--- src/rtl/coil_pulse_sequencer.sv ---
// coil_pulse_sequencer
//
// Turns a 32-bit GPIO control word into a timed pulse train on one coil-drive
// line and reports progress through a 32-bit status word that feeds back into
// the same GPIO. The busy bit drops on the same clock edge as the final drive
// fall, so a falling-edge capture on status[0] marks completion.
//
// Ports:
//   clk          system clock (same domain as the GPIO, inputs not synchronised)
//   reset_n      asynchronous active-low reset, clears every register
//   ctrl_word    [7:0] on_ticks, [15:8] off_ticks, [23:16] pulse_count,
//                [27:24] channel, [29:28] reserved, [30] abort, [31] start
//   status_word  [0] busy, [1] aborted, [2] cfg_error, [3] drive_active,
//                [15:8] pulses_remaining, [19:16] active_channel, others 0
//   coil_drive   one-hot active-high drive outputs, NCH wide
//
// Control interface: start is edge-triggered (0->1 seen on a clock edge),
// abort is a level that wins over start whenever both are present.
// The FSM state is held in r_state (ST_IDLE / ST_ON / ST_OFF).

module coil_pulse_sequencer #(
  parameter int NCH      = 8,
  parameter int PRESCALE = 50
) (
  input  logic             clk,
  input  logic             reset_n,
  input  logic [31:0]      ctrl_word,
  output logic [31:0]      status_word,
  output logic [NCH-1:0]   coil_drive
);

  localparam int PW = (PRESCALE > 1) ? $clog2(PRESCALE) : 1;
  localparam logic [PW-1:0] PRESC_LAST = PW'(PRESCALE - 1);

  typedef enum logic [1:0] {
    ST_IDLE = 2'd0,
    ST_ON   = 2'd1,
    ST_OFF  = 2'd2
  } state_t;

  // Registered state
  state_t           r_state;
  logic             r_start_d;
  logic [PW-1:0]    r_presc;
  logic [7:0]       r_tick_cnt;
  logic [7:0]       r_on_ticks;
  logic [7:0]       r_off_ticks;
  logic [3:0]       r_channel;
  logic [7:0]       r_rem;
  logic             r_busy;
  logic             r_aborted;
  logic             r_cfg_error;
  logic             r_drive_active;
  logic [NCH-1:0]   r_coil;

  // Next-state values
  state_t           w_state_nxt;
  logic [PW-1:0]    w_presc_nxt;
  logic [7:0]       w_tick_cnt_nxt;
  logic [7:0]       w_on_ticks_nxt;
  logic [7:0]       w_off_ticks_nxt;
  logic [3:0]       w_channel_nxt;
  logic [7:0]       w_rem_nxt;
  logic             w_busy_nxt;
  logic             w_aborted_nxt;
  logic             w_cfg_error_nxt;
  logic             w_drive_active_nxt;
  logic [NCH-1:0]   w_coil_nxt;

  // Control word fields
  logic [7:0]       w_on_in;
  logic [7:0]       w_off_in;
  logic [7:0]       w_cnt_in;
  logic [3:0]       w_ch_in;
  logic             w_abort;
  logic             w_start_edge;
  logic             w_cfg_invalid;
  logic             w_tick;
  logic [7:0]       w_off_len;
  logic             w_phase_last;
  logic             w_unused_ctrl;

  assign w_on_in      = ctrl_word[7:0];
  assign w_off_in     = ctrl_word[15:8];
  assign w_cnt_in     = ctrl_word[23:16];
  assign w_ch_in      = ctrl_word[27:24];
  assign w_abort      = ctrl_word[30];
  assign w_start_edge = ctrl_word[31] & ~r_start_d;
  assign w_unused_ctrl = ^ctrl_word[29:28];

  assign w_cfg_invalid = (w_cnt_in == 8'd0) || (w_on_in == 8'd0) ||
                         ({1'b0, w_ch_in} >= 5'(NCH));

  // One tick per PRESCALE clocks; the prescaler only advances while a
  // sequence is running and restarts from 0 on every accepted start.
  assign w_tick = (r_presc == PRESC_LAST);

  // A zero off time still produces a one-tick gap between pulses.
  assign w_off_len = (r_off_ticks == 8'd0) ? 8'd1 : r_off_ticks;

  assign w_phase_last = (r_state == ST_ON) ? (r_tick_cnt == r_on_ticks - 8'd1)
                                           : (r_tick_cnt == w_off_len - 8'd1);

  function automatic logic [NCH-1:0] onehot(input logic [3:0] ch);
    logic [NCH-1:0] v;
    v = '0;
    for (int i = 0; i < NCH; i++) begin
      if (ch == 4'(i)) v[i] = 1'b1;
    end
    return v;
  endfunction

  // Next-state and next-output logic
  always_comb begin
    w_state_nxt        = r_state;
    w_presc_nxt        = r_presc;
    w_tick_cnt_nxt     = r_tick_cnt;
    w_on_ticks_nxt     = r_on_ticks;
    w_off_ticks_nxt    = r_off_ticks;
    w_channel_nxt      = r_channel;
    w_rem_nxt          = r_rem;
    w_busy_nxt         = r_busy;
    w_aborted_nxt      = r_aborted;
    w_cfg_error_nxt    = r_cfg_error;
    w_drive_active_nxt = r_drive_active;
    w_coil_nxt         = r_coil;

    case (r_state)
      ST_IDLE: begin
        if (w_start_edge && !w_abort) begin
          if (w_cfg_invalid) begin
            w_cfg_error_nxt = 1'b1;
            w_aborted_nxt   = 1'b0;
          end else begin
            w_on_ticks_nxt     = w_on_in;
            w_off_ticks_nxt    = w_off_in;
            w_channel_nxt      = w_ch_in;
            w_rem_nxt          = w_cnt_in;
            w_cfg_error_nxt    = 1'b0;
            w_aborted_nxt      = 1'b0;
            w_presc_nxt        = '0;
            w_tick_cnt_nxt     = 8'd0;
            w_state_nxt        = ST_ON;
            w_busy_nxt         = 1'b1;
            w_drive_active_nxt = 1'b1;
            w_coil_nxt         = onehot(w_ch_in);
          end
        end
      end

      ST_ON, ST_OFF: begin
        if (w_abort) begin
          // pulses_remaining deliberately keeps its value for post-mortem.
          w_state_nxt        = ST_IDLE;
          w_busy_nxt         = 1'b0;
          w_drive_active_nxt = 1'b0;
          w_coil_nxt         = '0;
          w_aborted_nxt      = 1'b1;
        end else begin
          w_presc_nxt = w_tick ? '0 : r_presc + PW'(1);
          if (w_tick) begin
            if (w_phase_last) begin
              w_tick_cnt_nxt = 8'd0;
              if (r_state == ST_ON) begin
                w_rem_nxt          = r_rem - 8'd1;
                w_coil_nxt         = '0;
                w_drive_active_nxt = 1'b0;
                if (r_rem == 8'd1) begin
                  // Last pulse: busy falls together with the drive.
                  w_state_nxt = ST_IDLE;
                  w_busy_nxt  = 1'b0;
                end else begin
                  w_state_nxt = ST_OFF;
                end
              end else begin
                w_state_nxt        = ST_ON;
                w_coil_nxt         = onehot(r_channel);
                w_drive_active_nxt = 1'b1;
              end
            end else begin
              w_tick_cnt_nxt = r_tick_cnt + 8'd1;
            end
          end
        end
      end

      default: begin
        w_state_nxt        = ST_IDLE;
        w_busy_nxt         = 1'b0;
        w_drive_active_nxt = 1'b0;
        w_coil_nxt         = '0;
      end
    endcase
  end

  // State register
  always_ff @(posedge clk or negedge reset_n) begin
    if (!reset_n) begin
      r_state        <= ST_IDLE;
      r_start_d      <= 1'b0;
      r_presc        <= '0;
      r_tick_cnt     <= 8'd0;
      r_on_ticks     <= 8'd0;
      r_off_ticks    <= 8'd0;
      r_channel      <= 4'd0;
      r_rem          <= 8'd0;
      r_busy         <= 1'b0;
      r_aborted      <= 1'b0;
      r_cfg_error    <= 1'b0;
      r_drive_active <= 1'b0;
      r_coil         <= '0;
    end else begin
      r_state        <= w_state_nxt;
      r_start_d      <= ctrl_word[31];
      r_presc        <= w_presc_nxt;
      r_tick_cnt     <= w_tick_cnt_nxt;
      r_on_ticks     <= w_on_ticks_nxt;
      r_off_ticks    <= w_off_ticks_nxt;
      r_channel      <= w_channel_nxt;
      r_rem          <= w_rem_nxt;
      r_busy         <= w_busy_nxt;
      r_aborted      <= w_aborted_nxt;
      r_cfg_error    <= w_cfg_error_nxt;
      r_drive_active <= w_drive_active_nxt;
      r_coil         <= w_coil_nxt;
    end
  end

  assign coil_drive  = r_coil;
  assign status_word = {12'd0, r_channel, r_rem, 4'd0,
                        r_drive_active, r_cfg_error, r_aborted, r_busy};

endmodule

--- config.mk ---
export PLATFORM = sky130hd
export DESIGN_NAME = coil_pulse_sequencer
export DESIGN_NICKNAME = d
export VERILOG_FILES = /design/src/rtl/coil_pulse_sequencer.sv
export SDC_FILE = /design/constraint.sdc
export NUM_CORES = 1
export LEC_CHECK = 0
export CORE_ASPECT_RATIO = 0.7
export CORE_MARGIN = 2
export CORE_UTILIZATION = 35
export CTS_CLUSTER_SIZE = 12
export DETAILED_ROUTE_END_ITERATION = 12
export GPL_TIMING_DRIVEN = 1
export PLACE_DENSITY = 0.67
export SYNTH_ARGS = -nofsm -noshare
export SYNTH_HDL_FRONTEND = slang
export SYNTH_SLANG_ARGS = --single-unit
--- constraint.sdc ---
create_clock -name clk -period 4.4 [get_ports clk]
set_input_delay 0.44 -clock clk [delete_from_list [all_inputs] [get_ports clk]]
set_output_delay 0.44 -clock clk [all_outputs]
set_load 0.01 [all_outputs]
# Word-level counts from Yosys, hierarchy flattened
# Index checks and enable logic that the tools add are counted.
# op_classes
add_sub_neg	5
magnitude_cmp	1
eq_ne	31
muxes	68
bitwise_logic	3
reduce_logical	20
# op_table
operator	n
2-to-1 mux 8 bit	18
one-hot mux 8 bit (2 select lines)	3
== test 4 x 3 -> 1 bit, second input constant	8
2-to-1 mux 1 bit	31
logical NOT 8 bit	3
2-to-1 mux 6 bit	4
subtractor 8 x 1 -> 8 bit, second input constant	3
== test 4 x 2 -> 1 bit, second input constant	4
== test 8 bit	2
2-to-1 mux 2 bit	7
!= test 2 bit, second input constant	7
!= test 3 bit, second input constant	4
one-hot mux 6 bit (2 select lines)	1
adder 8 x 1 -> 8 bit, second input constant	1
== test 4 x 1 -> 1 bit, second input constant	2
== test 8 x 1 -> 1 bit, second input constant	1
logical NOT 4 bit	2
AND reduction 4 bit	2
AND reduction 7 bit	1
adder 6 x 1 -> 6 bit, second input constant	1
== test 6 bit, second input constant	1
one-hot mux 1 bit (2 select lines)	3
AND reduction 3 bit	2
AND reduction 6 bit	1
14 further kinds	16
# totals
reg_bits	57
inputBits	34
out_inout_bits	40
wordCells	141

# Logic depth before layout (Yosys ltp)
# logic_depth
word_depth	9
ltp_mapped	14
mapped_depth_nobuf	12

# Worst setup path after synthesis
# OpenSTA, ideal clock, no wires.
# synth_timing
kind	reg-to-reg
from	register r_state[1]
to	register r_coil[1] (netlist: coil_drive[1])
setup_ns	0.125
arrival_time_ns	3.070
required_time_ns	4.275
path_slack_ns	1.205
path_stages_with_launch	15
n_path_buf	3
synth_period_minus_slack_ns	3.195
cell_sequence	dfrtp_1 inv_1 ha_1 buf_6 buf_2 mux2i_1 ha_1 o21ai_0 nor4bb_1 nor3_2 a211oi_4 a21oi_1 or2_1 buf_6 mux2_4
# synth_between
elab_chain_cells	6
elab_cells_between_ends	15
cone_classes	6 x eq/ne; 6 x mux; 3 x reduce/logical
# synth_rtl
element	line_no	rtl
from (decl)	42	state_t r_state;
from (signal assigned)	213	r_state <= w_state_nxt;
== test 2 x 1 -> 1 bit	101, 128, 164	
2-to-1 mux 8 bit	164	if (r_state == ST_ON) begin
2-to-1 mux 8 bit	162	if (w_phase_last) begin
2-to-1 mux 8 bit	161	if (w_tick) begin
2-to-1 mux 8 bit	152	if (w_abort) begin
one-hot mux 8 bit (2 select lines)	128	case (r_state)
to (signal assigned)	225	r_coil <= w_coil_nxt;
to (decl)	54	logic [NCH-1:0] r_coil;
# Parallel ways exist; a longest one is shown, timed or not. The select of a mux whose other input is x is not followed.
# A chain may end at the register's enable or synchronous reset.

# Final worst setup path
# layout_timing
from	register r_state[1]
to	register r_coil[7] (netlist: coil_drive[7])
# The elaborated chain is that of the path after synthesis.

==> results.md <==
Drt:
- After detailed routing, the number of remaining DRC violations is 0.
- The detailed-route via count is 2802.
- The wire length per cell after detailed routing is between 10 and 15 um.
- The final layout contains routed wiring with a total length of 7950 um.
- The iteration count of the initial detailed-routing pass is 4.
- After detailed routing, the number of vias per cell comes to 5.14.
- The final antenna-violating net count is 0.
- The iteration-0 DRC count of the detailed router is 180.

Yosys:
- Summing every instance area after synthesis gives 3530 um^2.
- Synthesis handed over a netlist of 365 instances.
- For this run, the register share of the synthesized area comes to 39.6%.
- The share of async-settable or async-resettable flops after synthesis is 100%.
- The most used flip-flop cell after synthesis is sky130_fd_sc_hd__dfrtp_1.
- The number of distinct library cells after synthesis is 56.
- The Yosys step of the flow raised 0 warnings.
- The number of enable-type register cells in the synthesized netlist is 0.
- The flip-flop and latch count after synthesis is 56.
- The synthesized area divided by synthesized cell count is 9.68 um^2.

Die:
- The horizontal die dimension is 124 um.
- The die extent in y is 88.1 um.
- The floorplan core area is between 9000 and 10000 um^2.
- Row generation in the floorplan step produced 30 rows.
- The effective utilization at floorplan is 36.2%.
- The number of primary I/O pins is 74.
- The die covers about 11000 um^2.

Final layout:
- The antenna diode count is 0.
- The final cell count without fillers is 545.
- At the end of the flow, the number of nets in the layout was 460.
- The leading cell type in the layout, fill and taps excluded is sky130_fd_sc_hd__dfrtp_1.
- In the layout the commonest cells are 56 x sky130_fd_sc_hd__dfrtp_1, 54 x sky130_fd_sc_hd__clkdlybuf4s50_1, 26 x sky130_fd_sc_hd__nor2_1, 21 x sky130_fd_sc_hd__nand2_1.
- With fillers left out, the area of the finished cells amounts to 4260 um^2.
- The synthesis-to-finish area growth is 20.6%.
- The fraction of final layout cells with drive strength greater than 1 is 12.7%.

Setup path:
- The critical register-to-register path startpoint is r_state[1]$_DFFE_PN0P_.
- At the worst endpoint, the arrival time is between 4 and 5 ns.
- The delay contributed by the slowest stage of the critical path is 0.53 ns.
- The worst setup path is captured at a register.
- Across all register-to-register paths, the minimum setup slack is between 0.5 and 0.6 ns.
- Along the worst path, the maximum fanout reaches 13.
- The cell family with the largest share of critical-path delay is simple AND/OR/NAND/NOR gates.
- The endpoint identified for the worst register-to-register timing path is coil_drive[7]$_DFFE_PN0P_.
- The kind of critical path is register to register.
- The critical path goes through inv_1 -> ha_1 -> mux2_4 -> a31oi_4 -> ha_1 -> o21ai_0 -> nor4bb_1 -> nor3_2 -> a211oi_4 -> a21oi_1 -> or2_1 -> mux2_4.
- For the worst setup path, the data required time is 4.59 ns.
- For this design, the slowest cell found on the critical path is sky130_fd_sc_hd__ha_1.
- Measured in cells, the most critical reg-to-reg path has a length of 12.
- STA classifies the critical path startpoint as a register.
- Counting both buffers and inverters, the worst setup path holds a total of 1.

CTS:
- The number of gates given a new drive strength after cts is 0.
- Counting along the longest clock path gives a buffer depth of 2.
- The library cell used as clock root buffer is sky130_fd_sc_hd__clkbuf_16.
- The CTS tree is built.
- The number of setup buffers added after CTS is 0.
- The clock tree synthesis step divided the H-tree into 2 levels.
- The count of hold buffers inserted by post-cts repair is 0.
- The clock-pin slew reported for the worst setup and hold paths after clock tree synthesis is 0.07 ns.
- Clock latency on the worst-skew pair, taken at its later pin, is 0.30 ns.
- The number of sinks handled by clock tree synthesis is 56.
- TritonCTS created 5 clock buffers.

Placement:
- Buffers placed on the I/O ports in this run total 55.
- The final weighted congestion in routability-driven placement is approximately 0.85.
- Timing analysis after detailed placement gives a worst setup slack of 0.592 ns.
- Including well taps, the total number of placed cells is ~540.
- The placed cell area is 4120 um^2.
- The HPWL reported at the end of detailed placement is 5780 um.

Global route:
- The total global routing overflow is 0.
- The largest net degree at the start of global routing is 57.
- The global routing usage summed across all routing layers is between 15 and 20%.
- The number of global-route vias before repair is 2769.
- The number of antenna violations at the first check in global routing is 0.
- The first global-routing pass estimated 13500 um of wire.

STA:
- The final worst-path cycle share is 88.4%.
- Setup violations remaining at the end of the flow were counted as 0.
- Setup slack on the critical path of the routed design comes to 0.512 ns.
- The number of max-slew violations in the final report is 0.
- After routing, the total negative slack on setup checks comes to 0 ns.
- Setup repair after global routing left no endpoint under its margin.
- The largest clock skew in the final design is 0.00855 ns.
- The worst pin sits at a relative slew slack of between 50 and 60%.
- The final critical path time including I/O delays and setup is 3.89 ns.
- The number of endpoints with negative hold slack in the final report is 0.
- The transition time at the pin with the least slew margin is roughly 0.73 ns.
- Static timing analysis puts the maximum clock frequency at 257 MHz.

Status:
- The flow ran to the end, and the final reports show no timing, DRC or antenna violations.

Power:
- For this design the ratio of total power to cell area is 629 nW/um^2.
- Across the VDD grid, the largest voltage drop is 0.305 mV.
- The total power after layout is 2.68 mW.
- The cell leakage power is 1.80 nW.

Job:
- Across the run, the number of max-cap violations was 0.

Worst hold path:
- In this run the worst hold path is classified as input port to asynchronous set/reset pin.
[kinds of logic after synthesis]
group                    share of synthesized area (%)
AND/OR/NAND/NOR                                   20.2
AO/OA/AOI/OAI                                     13.3
flip-flops                                        39.6
buffers and inverters                             8.07
multiplexers                                      12.7
adder cells (fa/ha/maj)                           3.54
XOR/XNOR                                          2.44
other                                            0.106
[per-stage QoR]
stage	hold slack [ns]	util [%]
6_report	0.284	43.7
5_1_grt	0.366	43.7
4_1_cts	0.319	43.7
3_5_place_dp	0.482	42.2
3_3_place_gp	0.477	42.2
2_1_floorplan	0.144	-
[power breakdown]
group,switching (mW),internal [mW]
Combinational,0.682,0.670
Sequential,0.220,0.708
Clock,0.188,0.213
[per-layer routing]
metal  global-route usage [%]  wire, um  up-vias
met1                     22.4      4050     1364
li1                         -         -     1362
met5                        0         0        -
met3                     3.45       396       10
met2                     23.7      3430       66
met4                     3.47        78        0
[how the worst max path moves through the flow]
stage	endpoint	slack (ns)	from	depth (start not counted)
2_1_floorplan	coil_drive[1]$_DFFE_PN0P_	1.20	r_state[1]$_DFFE_PN0P_	14
5_1_grt	r_rem[3]$_DFFE_PN0P_	0.22	r_state[1]$_DFFE_PN0P_	12
4_1_cts	coil_drive[7]$_DFFE_PN0P_	0.55	r_state[1]$_DFFE_PN0P_	12
3_5_place_dp	coil_drive[7]$_DFFE_PN0P_	0.59	r_state[1]$_DFFE_PN0P_	12
6_report	coil_drive[7]$_DFFE_PN0P_	0.51	r_state[1]$_DFFE_PN0P_	12
3_3_place_gp	coil_drive[2]$_DFFE_PN0P_	0.67	r_state[1]$_DFFE_PN0P_	12
[cells in the mapped netlist, drive strengths merged (2+ instances only)]
cell / instances / area [um^2]
and2: 3 / 18.8
nand4: 3 / 18.8
o22a: 6 / 52.6
nor3b: 4 / 30.0
or2: 5 / 31.3
clkbuf: 6 / 23.8
o31ai: 4 / 30.0
and3: 2 / 12.5
a31oi: 2 / 33.8
nor2: 26 / 97.6
nand3b: 2 / 15.0
nand2: 21 / 78.8
nor4: 5 / 31.3
inv: 19 / 71.3
a221o: 2 / 20.0
a21oi: 14 / 70.1
nand3: 12 / 60.1
xnor2: 8 / 77.6
o21bai: 2 / 15.0
o22ai: 4 / 25.0
nor2b: 9 / 63.8
mux2: 27 / 334
nor3: 22 / 125
buf: 25 / 190
or4: 2 / 18.8
mux2i: 11 / 114
o21ai: 24 / 120
a211oi: 2 / 27.5
ha: 10 / 125
nand2b: 11 / 68.8
dfrtp: 56 / 1400
a221oi: 5 / 43.8
[sequential cells by signal, summed over array words and instances (netlist names)]
signal       flops
r_rem            8
r_on_ticks       8
r_busy           1
r_aborted        1
r_tick_cnt       8
coil_drive       8
r_presc          6
r_off_ticks      8
r_cfg_error      1
r_channel        4
r_start_d        1
r_state          2
[cell type report]
| type | instances | area, um^2 |
|---|---|---|
| clock buffers | 7 | 133 |
| well taps | 128 | 160 |
| multi-input cells | 274 | 1900 |
| fillers | 961 | 5500 |
| flip-flops and latches | 56 | 1400 |
| clock inverters | 1 | 8.76 |
| inverters | 19 | 71.3 |
| repair buffers | 60 | 583 |
(Power assumes the default switching activity.)
